$ cat config.mk
export PLATFORM = sky130hd
export DESIGN_NAME = instr_fetch
export DESIGN_NICKNAME = d
export VERILOG_FILES = /design/src/rtl/scd_pkg.sv /design/src/rtl/instr_fetch.sv
export SDC_FILE = /design/constraint.sdc
export NUM_CORES = 1
export LEC_CHECK = 0
export CAP_MARGIN = 20
export CORE_MARGIN = 2
export CORE_UTILIZATION = 48
export DETAILED_ROUTE_END_ITERATION = 7
export HOLD_SLACK_MARGIN = 0.1
export PLACE_DENSITY = 0.85
export SETUP_SLACK_MARGIN = 0.2
export SLEW_MARGIN = 20
export SYNTH_ARGS = -nofsm -noshare
export SYNTH_HDL_FRONTEND = slang
export SYNTH_SLANG_ARGS = --single-unit
$ cat constraint.sdc
create_clock -name clk -period 3.05 [get_ports clk]
set_clock_uncertainty 0.2 [all_clocks]
set_input_delay 0.61 -clock clk [delete_from_list [all_inputs] [get_ports clk]]
set_output_delay 0.61 -clock clk [all_outputs]
set_load 0.01 [all_outputs]
$ cat src/rtl/scd_pkg.sv
// Shared definitions for the fetch/decode slice: opcode map, instruction field
// positions and the fetch FSM state type.
package scd_pkg;

   localparam logic [3:0] OP_ADD = 4'h0;
   localparam logic [3:0] OP_SUB = 4'h1;
   localparam logic [3:0] OP_AND = 4'h2;
   localparam logic [3:0] OP_OR  = 4'h3;
   localparam logic [3:0] OP_XOR = 4'h4;
   localparam logic [3:0] OP_SHL = 4'h5;
   localparam logic [3:0] OP_SHR = 4'h6;
   localparam logic [3:0] OP_CMP = 4'h7;
   localparam logic [3:0] OP_LD  = 4'h8;
   localparam logic [3:0] OP_ST  = 4'h9;
   localparam logic [3:0] OP_JMP = 4'hA;
   localparam logic [3:0] OP_JZ  = 4'hB;
   localparam logic [3:0] OP_SPC = 4'hC;
   localparam logic [3:0] OP_WPC = 4'hD;
   localparam logic [3:0] OP_MOV = 4'hE;
   localparam logic [3:0] OP_LDI = 4'hF;

   // Fixed 16-bit instruction layout
   localparam int OPC_HI = 15;
   localparam int OPC_LO = 12;
   localparam int RD_HI  = 11;
   localparam int RD_LO  = 8;
   localparam int RA_HI  = 7;
   localparam int RA_LO  = 4;
   localparam int RB_HI  = 3;
   localparam int RB_LO  = 0;
   localparam int IMM_HI = 7;
   localparam int IMM_LO = 0;

   typedef enum logic [1:0] {
      FETCH = 2'd0,
      HOLD  = 2'd1,
      DRAIN = 2'd2
   } fetch_state_t;

endpackage

$ cat src/rtl/instr_fetch.sv
// Fetch stage: owns the PC, issues imem requests, latches words into the IR and
// handles control-path redirects without ever abandoning an outstanding request.
module instr_fetch
   import scd_pkg::*;
#(
   parameter int              PC_W     = 8,
   parameter int              INSTR_W  = 16,
   parameter logic [PC_W-1:0] RESET_PC = '0
) (
   input  logic               clk,
   input  logic               rst_n,
   output logic               imem_req,
   output logic [PC_W-1:0]    imem_addr,
   input  logic               imem_ack,
   input  logic [INSTR_W-1:0] imem_rdata,
   output logic               ir_valid,
   input  logic               ir_ready,
   output logic [3:0]         ir_opcode,
   output logic [3:0]         ir_rd,
   output logic [3:0]         ir_ra,
   output logic [3:0]         ir_rb,
   output logic [7:0]         ir_imm,
   output logic [PC_W-1:0]    ir_pc,
   output logic [PC_W-1:0]    link_pc,
   input  logic               redirect,
   input  logic [PC_W-1:0]    redirect_pc
);

   fetch_state_t       state_q, state_d;
   logic [PC_W-1:0]    pc_q, pc_d;
   logic [PC_W-1:0]    drain_addr_q, drain_addr_d;
   logic [INSTR_W-1:0] ir_q, ir_d;
   logic [PC_W-1:0]    ir_pc_q, ir_pc_d;
   logic               ir_valid_q, ir_valid_d;

   always_comb begin
      state_d      = state_q;
      pc_d         = pc_q;
      drain_addr_d = drain_addr_q;
      ir_d         = ir_q;
      ir_pc_d      = ir_pc_q;
      ir_valid_d   = ir_valid_q;
      case (state_q)
         FETCH: begin
            if (redirect) begin
               pc_d       = redirect_pc;
               ir_valid_d = 1'b0;
               // Unanswered request must still be completed at its old address
               if (!imem_ack) begin
                  state_d      = DRAIN;
                  drain_addr_d = pc_q;
               end
            end else if (imem_ack) begin
               ir_d       = imem_rdata;
               ir_pc_d    = pc_q;
               pc_d       = pc_q + 1'b1;
               ir_valid_d = 1'b1;
               state_d    = HOLD;
            end
         end
         HOLD: begin
            if (redirect) begin
               pc_d       = redirect_pc;
               ir_valid_d = 1'b0;
               state_d    = FETCH;
            end else if (ir_ready) begin
               ir_valid_d = 1'b0;
               state_d    = FETCH;
            end
         end
         DRAIN: begin
            if (redirect) pc_d = redirect_pc;
            if (imem_ack) state_d = FETCH;
         end
         default: state_d = FETCH;
      endcase
   end

   always_ff @(posedge clk) begin
      if (!rst_n) begin
         state_q      <= FETCH;
         pc_q         <= RESET_PC;
         drain_addr_q <= '0;
         ir_q         <= '0;
         ir_pc_q      <= '0;
         ir_valid_q   <= 1'b0;
      end else begin
         state_q      <= state_d;
         pc_q         <= pc_d;
         drain_addr_q <= drain_addr_d;
         ir_q         <= ir_d;
         ir_pc_q      <= ir_pc_d;
         ir_valid_q   <= ir_valid_d;
      end
   end

   // Request is suppressed while reset is held so a pending transaction is dropped
   assign imem_req  = rst_n & (state_q != HOLD);
   assign imem_addr = (state_q == DRAIN) ? drain_addr_q : pc_q;

   assign ir_valid  = ir_valid_q;
   assign ir_opcode = ir_q[OPC_HI:OPC_LO];
   assign ir_rd     = ir_q[RD_HI:RD_LO];
   assign ir_ra     = ir_q[RA_HI:RA_LO];
   assign ir_rb     = ir_q[RB_HI:RB_LO];
   assign ir_imm    = ir_q[IMM_HI:IMM_LO];
   assign ir_pc     = ir_pc_q;
   assign link_pc   = ir_pc_q + 1'b1;

endmodule

==> impl_metrics.csv, run 1 <==
group,metric,value,unit
detailed_routing,wl_per_cell,13.5,µm
sta,rsz0062_at_grt,"no",
setup_path,path_class,"reg2out",
sta,slew_viol_final,0,
global_routing,grt_pass1_vias,1930,
global_routing,antenna_found_initial,0,
synth,yosysUniqueCellTypes,41,
cells_and_area,mostFrequentLayoutCells,"clkdlybuf4s50_1, nand2_1, dfxtp_1",
setup_path,start_kind,"flop",
die,num_rows,24,
cts,cts_hold_buffers,0,
sta,min_period,2.74,ns
synth,synth_seq_area_share,39.5,%
synth,synthCells,258,
synth,synth_seq_cells,43,
detailed_routing,drtAntennaViolNets,0,
power,finalPower,1390,µW
cts,cts-root-buf,"clkbuf_8",
cts,path_clk_slew,0.08,ns
setup_path,crit_slowest_cell,"clkdlybuf4s50_1",
setup_path,cp_data_arrival_time,1.93,ns
setup_path,worstPathRequired,2.24,ns
global_routing,grt-ovfl-total,0,
cells_and_area,drive_above_1_share,7.36,%
sta,timing.slew.headroom,60.9,%
detailed_routing,vias_per_cell,5.31,
synth,netlist_area,0.00218,mm²
detailed_routing,drc,0,
setup_path,worstPathCellList,"inv_1 > ha_2 > mux2_2 > clkdlybuf4s50_1",
sta,worst_slew_pin_slew,0.586,ns
setup_path,endpoint_kind,"output pin",
cts,cts_max_level,2,
sta,tns,0,ns
placement,dp_hpwl,3.64,mm
die,io_pins,79,
setup_path,critical_path.top_delay_family,"buffers and inverters",
cells_and_area,insertedDiodeCount,0,
die,die_w,71.4,µm
die,core-area,0.00435,mm²
sta,hold_viol,0,
detailed_routing,dr_total_vias,2007,
placement,gp_congestion,0.881,
die,floorplan.initialDensity,50.1,%
placement,port_buffers,78,
global_routing,grt_max_degree,45,
global_routing,grt_pass1_wl,8.63,mm
sta,max_freq,365,MHz
worst_hold_path,holdCritPathClass,"reg2reg",
sta,post-route-period-util,89.8,%
run_status,status,"finished, final reports clean",
global_routing,grtUsageTotal,20.9,%
cts,cts_tree,"yes",
cts,clk_path_buf_depth,2,
detailed_routing,routed_wirelength,5.12,mm
job,drv_cap,0,
die,die_h,71.4,µm
setup_path,slowest_delay,0.50,ns
cells_and_area,syn_to_final_growth,38.9,%
detailed_routing,drt_iter0_markers,68,
cts,cts_buffers,5,
cells_and_area,nets,359,
synth,syn-num-nets,292,
power,leakagePower,0.00115,µW
setup_path,cp_max_fo,11,
synth,synth.avg_cell_area,8.45,µm²
die,dieArea,0.00510,mm²
setup_path,cp_num_buf_inv,2,
cts,cts_sinks,43,
sta,finalSetupViolations,0,
cts,clk_latency,0.29,ns
power,ir_drop,0.317,mV
synth,yosys_warnings,0,
cells_and_area,final_common_cell,"clkdlybuf4s50_1",
power,p_per_area,458,mW/mm²
detailed_routing,firstDrtPassIters,5,
cells_and_area,fin_util,69.6,%
-- cells by family (layout without fill, tap and decap cells) --
logic type,count (synthesis),count (layout),synth area share [%]
compound gates,58,58,18.4
xor+xnor,6,6,2.41
fa+ha+maj,5,5,2.87
buf+inv,25,93,6.94
flops,43,43,39.5
mux,15,15,7.29
simple gates,106,106,22.7
-- repair_timing --
item / CTS / global route
setup endpoints to repair: 7 / 0
setup buffers: 0 / 0
resized for setup: 1 / 0
-- cells in the mapped netlist --
| cell type | count | share of area (%) |
|---|---|---|
| a21boi_0 | 24 | 8.3 |
| a21boi_1 | 7 | 2.4 |
| a21o_1 | 1 | 0.34 |
| a21oi_1 | 4 | 0.92 |
| a31oi_1 | 1 | 0.29 |
| and2_1 | 1 | 0.29 |
| and2_2 | 1 | 0.34 |
| and3_1 | 2 | 0.57 |
| buf_2 | 4 | 0.92 |
| buf_4 | 8 | 2.8 |
| buf_6 | 3 | 1.5 |
| clkbuf_1 | 5 | 0.86 |
| dfxtp_1 | 43 | 39 |
| ha_1 | 5 | 2.9 |
| inv_1 | 4 | 0.69 |
| inv_2 | 1 | 0.17 |
| mux2_2 | 7 | 3.6 |
| mux2i_1 | 8 | 3.7 |
| nand2_1 | 60 | 10 |
| nand2b_1 | 2 | 0.57 |
| nand3_1 | 9 | 2.1 |
| nand3_2 | 1 | 0.46 |
| nand4_1 | 1 | 0.29 |
| nor2_1 | 8 | 1.4 |
| nor2_4 | 1 | 0.52 |
| nor2b_1 | 10 | 2.9 |
| nor2b_2 | 1 | 0.40 |
| nor3_1 | 3 | 0.69 |
| nor3b_1 | 1 | 0.34 |
| nor4_1 | 2 | 0.57 |
| o211a_1 | 3 | 1.4 |
| o21a_1 | 1 | 0.34 |
| o21ai_0 | 12 | 2.8 |
| o22a_1 | 1 | 0.40 |
| o22ai_1 | 2 | 0.57 |
| o31ai_1 | 2 | 0.69 |
| or2_1 | 1 | 0.29 |
| or2_4 | 1 | 0.40 |
| or3_1 | 1 | 0.29 |
| xnor2_1 | 4 | 1.6 |
| xor2_1 | 2 | 0.80 |
-- registers in the layout (all words and copies together) (netlist names) --
register,flops
drain_addr_q,8
ir_pc,8
ir_q,16
ir_valid,1
pc_q,8
state_q,2
-- power breakdown --
group          switching (µW)  internal (µW)  total (µW)
sequential               33.3            595         628
combinational             141            166         307
clock                     187            265         452
total                     362           1030        1390
-- layer usage --
layer  global-route usage (%)  vias up  share of wire, %
met3                     3.52       10               7.0
met5                        0        -                 0
met2                     35.6       83                48
met4                     8.81        0               1.7
met1                     26.1      917                44
li1                         -      997                 -
-- per-stage QoR --
step / setup slack [ns] / cell area [µm²] / instances / hold slack, ns
after global routing: 0.232 / 3030 / 378 / 0.282
after floorplan: 1.03 / 2180 / 258 / 0.274
final: 0.310 / 3030 / 378 / 0.262
after global placement: 0.501 / 2910 / 370 / 0.241
after detailed placement: 0.478 / 2910 / 370 / 0.256
after CTS: 0.288 / 3030 / 378 / 0.268
-- layout make-up --
cell class	instances	area [µm²]
fill	367	1330
tap	52	65.1
multi-input combinational	190	1170
inverter	5	18.8
clock inverter	2	35.0
sequential	43	861
timing repair buffer	80	796
clock buffer	6	82.6
-- tightest hold or removal path: stages, from the launching register on --
cell      delay, ns
dfxtp_1        0.32
nand2_1        0.05
a21boi_1       0.05
-- final timing paths --
check | startpoint | endpoint | slack, ns | cells past startpoint
max | state_q[0]$_SDFFE_PN0P_ | imem_addr[7] | 0.31 | 4
min | ir_q[9]$_SDFFE_PN0P_ | ir_q[9]$_SDFFE_PN0P_ | 0.26 | 2
max reg2reg | state_q[0]$_SDFFE_PN0P_ | pc_q[5]$_SDFFE_PN0P_ | 1.03 | 6
min reg2reg | ir_q[9]$_SDFFE_PN0P_ | ir_q[9]$_SDFFE_PN0P_ | 0.26 | 2
(Power assumes the default switching activity.)
==> inputs of run 2 (changes only) <==
CORE_MARGIN = unset   (was 2)
CORE_UTILIZATION = 45   (was 48)
PLACE_DENSITY = 0.81   (was 0.85)
clock period = 2.7 ns   (was 3.05 ns; I/O delays follow)
==> run 2 against run 1 <==
Worst setup slack got worse by 0.15 ns; routed wire length fell by 1.3%; die area is 0.59% higher; register-to-register slack worse by 0.44 ns; clock power down 20%; combinational power grew 13%; sequential cell count unchanged; critical endpoint is now imem_addr[6].
==> impl_metrics.csv, run 2 (synthesized netlist as in run 1, its figures left out) <==
group,metric,value,unit
run_status,status,"finished, final reports clean",
cells_and_area,mostFrequentLayoutCells,"clkdlybuf4s50_1, nand2_1, dfxtp_1",
detailed_routing,vias_per_cell,5.25,
cells_and_area,insertedDiodeCount,0,
job,drv_cap,0,
sta,timing.slew.headroom,57.6,%
setup_path,cp_data_arrival_time,1.80,ns
global_routing,grt-ovfl-total,0,
die,num_rows,24,
detailed_routing,drt_iter0_markers,99,
power,power.internal,1040,µW
detailed_routing,drc,0,
global_routing,grtUsageTotal,20.3,%
sta,slew_viol_final,0,
cts,cts_sinks,43,
setup_path,cp_max_fo,11,
sta,worst_slew_pin_slew,0.636,ns
detailed_routing,routed_wirelength,5.05,mm
global_routing,grt_pass1_vias,1946,
power,p_per_area,470,mW/mm²
power,sequentialPowerShare,50.4,%
cells_and_area,drive_above_1_share,9.79,%
sta,hold_viol,0,
cells_and_area,design_area,0.00303,mm²
die,die_w,71.6,µm
power,leakagePower,0.00116,µW
setup_path,worstPathRequired,1.96,ns
sta,rsz0062_at_grt,"yes",
cells_and_area,final_common_cell,"clkdlybuf4s50_1",
cts,path_clk_slew,0.07,ns
power,ir_drop,0.267,mV
sta,max_freq,394,MHz
cts,cts-root-buf,"clkbuf_8",
power,p_comb_share,24.3,%
detailed_routing,wl_per_cell,13.3,µm
placement,port_buffers,78,
setup_path,start_kind,"flop",
cts,cts_hold_buffers,0,
die,dieArea,0.00513,mm²
sta,finalSetupViolations,0,
cts,cts_buffers,5,
setup_path,endpoint_kind,"output pin",
sta,min_period,2.54,ns
detailed_routing,dr_total_vias,1990,
cts,cts_tree,"yes",
worst_hold_path,holdCritPathClass,"reg2reg",
detailed_routing,drtAntennaViolNets,0,
detailed_routing,firstDrtPassIters,4,
setup_path,path_class,"reg2out",
cts,cts_max_level,2,
global_routing,grt_max_degree,45,
placement,postPlaceCellArea,0.00293,mm²
cts,clk_path_buf_depth,2,
die,floorplan.initialDensity,48.4,%
power,finalPower,1430,µW
cells_and_area,largest_reg_flops,16,
cells_and_area,nets,362,
cells_and_area,regMostFlops,"ir_q",
cells_and_area,syn_to_final_growth,39.1,%
power,power_switching,389,µW
sta,tns,0,ns
sta,post-route-period-util,93.9,%
power,swShare,27.3,%
cts,post-cts-setup-buffers,0,
cts,clk_latency,0.28,ns
placement,gp_congestion,0.859,
die,core-area,0.00450,mm²
cells_and_area,fillers,386,
die,die_h,71.6,µm
global_routing,grt_pass1_wl,8.40,mm
placement,dp_hpwl,3.59,mm
power,clkPwrFrac,25.4,%
global_routing,antenna_found_initial,0,
die,io_pins,79,
==> run 2: layout make-up <==
| cell class | instances | area (µm²) | share of cell area, % |
|---|---|---|---|
| multi-input combinational | 190 | 1190 | 39.2 |
| sequential | 43 | 868 | 28.6 |
| timing repair buffer | 83 | 821 | 27.1 |
| clock buffer | 6 | 72.6 | 2.39 |
| tap | 52 | 65.1 | 2.14 |
| inverter | 5 | 18.8 | 0.619 |
==> run 2: stage by stage <==
stage / instances / hold slack (ns) / util, % / worst slack (ns)
global route: 379 / 0.280 / 67.4 / 0.0924
detailed placement: 373 / 0.246 / 65.1 / 0.242
floorplan: 258 / 0.274 / - / 0.750
CTS: 379 / 0.256 / 67.0 / 0.141
finish: 379 / 0.253 / 67.4 / 0.164
global placement: 373 / 0.241 / 65.1 / 0.277
==> run 2: path summary, 6_finish.rpt <==
check / start / end / slack (ns) / cells past startpoint
max: state_q[0]$_SDFFE_PN0P_ / imem_addr[6] / 0.16 / 4
max reg2reg: state_q[0]$_SDFFE_PN0P_ / pc_q[2]$_SDFFE_PN0P_ / 0.59 / 6
min reg2reg: ir_q[9]$_SDFFE_PN0P_ / ir_q[9]$_SDFFE_PN0P_ / 0.25 / 2
min: ir_q[9]$_SDFFE_PN0P_ / ir_q[9]$_SDFFE_PN0P_ / 0.25 / 2
==> run 2: metal layers <==
| metal | routed length (µm) | track usage (%) |
|---|---|---|
| met1 | 2280 | 23.8 |
| met2 | 2490 | 37.3 |
| met3 | 212 | 3.09 |
| met4 | 68 | 7.63 |
| met5 | 0 | 0 |
==> run 2: worst max-delay path: stages, from the launching register on <==
cell and delay [ns]:
dfxtp_1 0.33, inv_1 0.12, ha_4 0.23, mux2_2 0.35, clkdlybuf4s50_1 0.48
==> run 2: repair_timing <==
| item | 4_1_cts | 5_1_grt |
|---|---|---|
| resized for setup | 3 | 8 |
| pin swaps | 0 | 0 |
| endpoints found under the setup margin | 9 | 13 |
==> run 2: power by group through the flow <==
stage | Clock (µW) | Combinational [µW] | Sequential (µW)
3_3_place_gp | 0 | 336 | 729
6_report | 362 | 346 | 718
3_5_place_dp | 0 | 343 | 730
4_1_cts | 373 | 347 | 716
2_1_floorplan | 0 | 186 | 726
5_1_grt | 396 | 377 | 723
==> inputs of run 3 (changes only) <==
REMOVE_ABC_BUFFERS = 1   (was unset)
==> run 3 against run 2 <==
Power increased by 5.6%; sequential cell count is the same; die area stayed put; critical endpoint is now imem_addr[1]; sequential power is essentially flat; via count fell by 2.1%; worst setup slack got worse by 0.037 ns; utilization up 0.69 points; clock power grew 22%.
==> impl_metrics.csv, run 3 (synthesized netlist as in run 1, its figures left out) <==
group,metric,value,unit
cells_and_area,regMostFlops,"ir_q",
cts,cts_buffers,5,
detailed_routing,vias_per_cell,5.12,
detailed_routing,wl_per_cell,13.4,µm
cts,cts-root-buf,"clkbuf_8",
power,power_switching,407,µW
detailed_routing,firstDrtPassIters,4,
die,num_rows,24,
setup_path,critical_path.top_delay_family,"buffers and inverters",
power,p_comb_share,23.0,%
cells_and_area,regArea,868,µm²
cells_and_area,fillers,406,
cts,clk_path_buf_depth,2,
sta,finalSetupViolations,0,
cts,cts_max_level,2,
cells_and_area,drive_above_1_share,10.3,%
sta,timing.slew.headroom,67.0,%
cts,path_clk_slew,0.08,ns
power,power.internal,1100,µW
power,ir_drop,0.252,mV
global_routing,grt-ovfl-total,0,
power,leakagePower,0.00121,µW
setup_path,worstPathRequired,1.96,ns
worst_hold_path,holdCritPathClass,"reg2reg",
sta,tns,0,ns
setup_path,crit_start,"state_q[0]$_SDFFE_PN0P_",
detailed_routing,dr_total_vias,1949,
worst_hold_path,min_from,"ir_q[14]$_SDFFE_PN0P_",
setup_path,crit_slowest_cell,"clkdlybuf4s50_1",
cts,cts_sinks,43,
power,swShare,27.1,%
cts,clk_latency,0.29,ns
cells_and_area,insertedDiodeCount,0,
die,dieArea,0.00513,mm²
cts,cts_tree,"yes",
placement,gp_congestion,0.798,
sta,rsz0062_at_grt,"yes",
global_routing,grtUsageTotal,20.5,%
setup_path,r2r-start,"state_q[1]$_SDFFE_PN0P_",
global_routing,antenna_found_initial,0,
detailed_routing,drtAntennaViolNets,0,
global_routing,grt_pass1_vias,1869,
detailed_routing,drt_iter0_markers,65,
cells_and_area,mostFrequentLayoutCells,"clkdlybuf4s50_1, nand2_1, dfxtp_1",
power,p_per_area,491,mW/mm²
setup_path,cp_data_arrival_time,1.83,ns
cells_and_area,syn_to_final_growth,40.6,%
placement,postPlaceCellArea,0.00293,mm²
sta,min_period,2.57,ns
setup_path,cp_max_fo,11,
cells_and_area,largest_reg_flops,16,
setup_path,worstPathCellList,"inv_1 > ha_4 > mux2_2 > clkdlybuf4s50_1",
die,die_w,71.6,µm
die,floorplan.initialDensity,48.4,%
sta,slew_viol_final,0,
setup_path,path_class,"reg2out",
detailed_routing,routed_wirelength,5.09,mm
cells_and_area,nets,362,
power,sequentialPowerShare,47.6,%
sta,hold_viol,0,
power,clkPwrFrac,29.4,%
detailed_routing,drc,0,
die,core-area,0.00450,mm²
global_routing,grt_pass1_wl,8.39,mm
cells_and_area,design_area,0.00307,mm²
global_routing,grt_max_degree,45,
die,io_pins,79,
cells_and_area,multi_input_area,0.00119,mm²
placement,port_buffers,78,
setup_path,slowest_delay,0.50,ns
setup_path,endpoint_kind,"output pin",
cells_and_area,final_common_cell,"clkdlybuf4s50_1",
placement,dp_hpwl,3.54,mm
setup_path,start_kind,"flop",
run_status,status,"finished, final reports clean",
cts,post-cts-setup-buffers,0,
setup_path,cp_num_buf_inv,2,
sta,max_freq,389,MHz
sta,post-route-period-util,95.3,%
sta,worst_slew_pin_slew,0.495,ns
job,drv_cap,0,
die,die_h,71.6,µm
## run 3: path summary, 6_finish.rpt
check        cells after the start                     to  slack (ns)
min reg2reg                      2  ir_q[14]$_SDFFE_PN0P_        0.26
max                              4           imem_addr[1]        0.13
min                              2  ir_q[14]$_SDFFE_PN0P_        0.26
max reg2reg                      6   pc_q[7]$_SDFFE_PN0P_        0.79
## run 3: cell type report
| type | count | area share (%) |
|---|---|---|
| Clock buffer | 8 | 3.27 |
| Tap cell | 52 | 2.12 |
| Timing Repair Buffer | 83 | 26.9 |
| Sequential cell | 43 | 28.3 |
| Inverter | 5 | 0.612 |
| Multi-Input combinational cell | 190 | 38.8 |
## run 3: timing repair
| item | 4_1_cts | 5_1_grt |
|---|---|---|
| pin swaps | 0 | 0 |
| hold buffers | 0 | 0 |
| setup endpoints to repair | 13 | 11 |
| resized for setup | 6 | 8 |
## run 3: power by group through the flow
stage	clock network (µW)	registers [µW]	logic (µW)
floorplan	0	729	158
global placement	0	727	340
detailed placement	0	729	344
CTS	451	715	348
global route	477	723	377
finish	443	717	346
## run 3: metal layers
layer	vias up	GRT usage (%)	wire length [µm]
met4	0	7.84	87
met5	-	0	0
met3	9	4.50	319
li1	1005	-	-
met2	70	34.1	2320
met1	865	26.1	2360
## run 3: per-stage QoR
step	power, µW	std cells	util, %	hold slack (ns)	setup slack (ns)
floorplan	887	238	-	0.274	0.864
global placement	1070	373	65.1	0.241	0.201
detailed placement	1070	373	65.1	0.249	0.189
CTS	1510	381	67.7	0.260	0.124
global route	1580	381	68.1	0.271	0.0714
finish	1500	381	68.1	0.261	0.127
## run 3: worst min-delay path, cell delays in order (launching register included)
cell and delay, ns:
dfxtp_1 0.32, nand2_1 0.05, a21boi_1 0.05
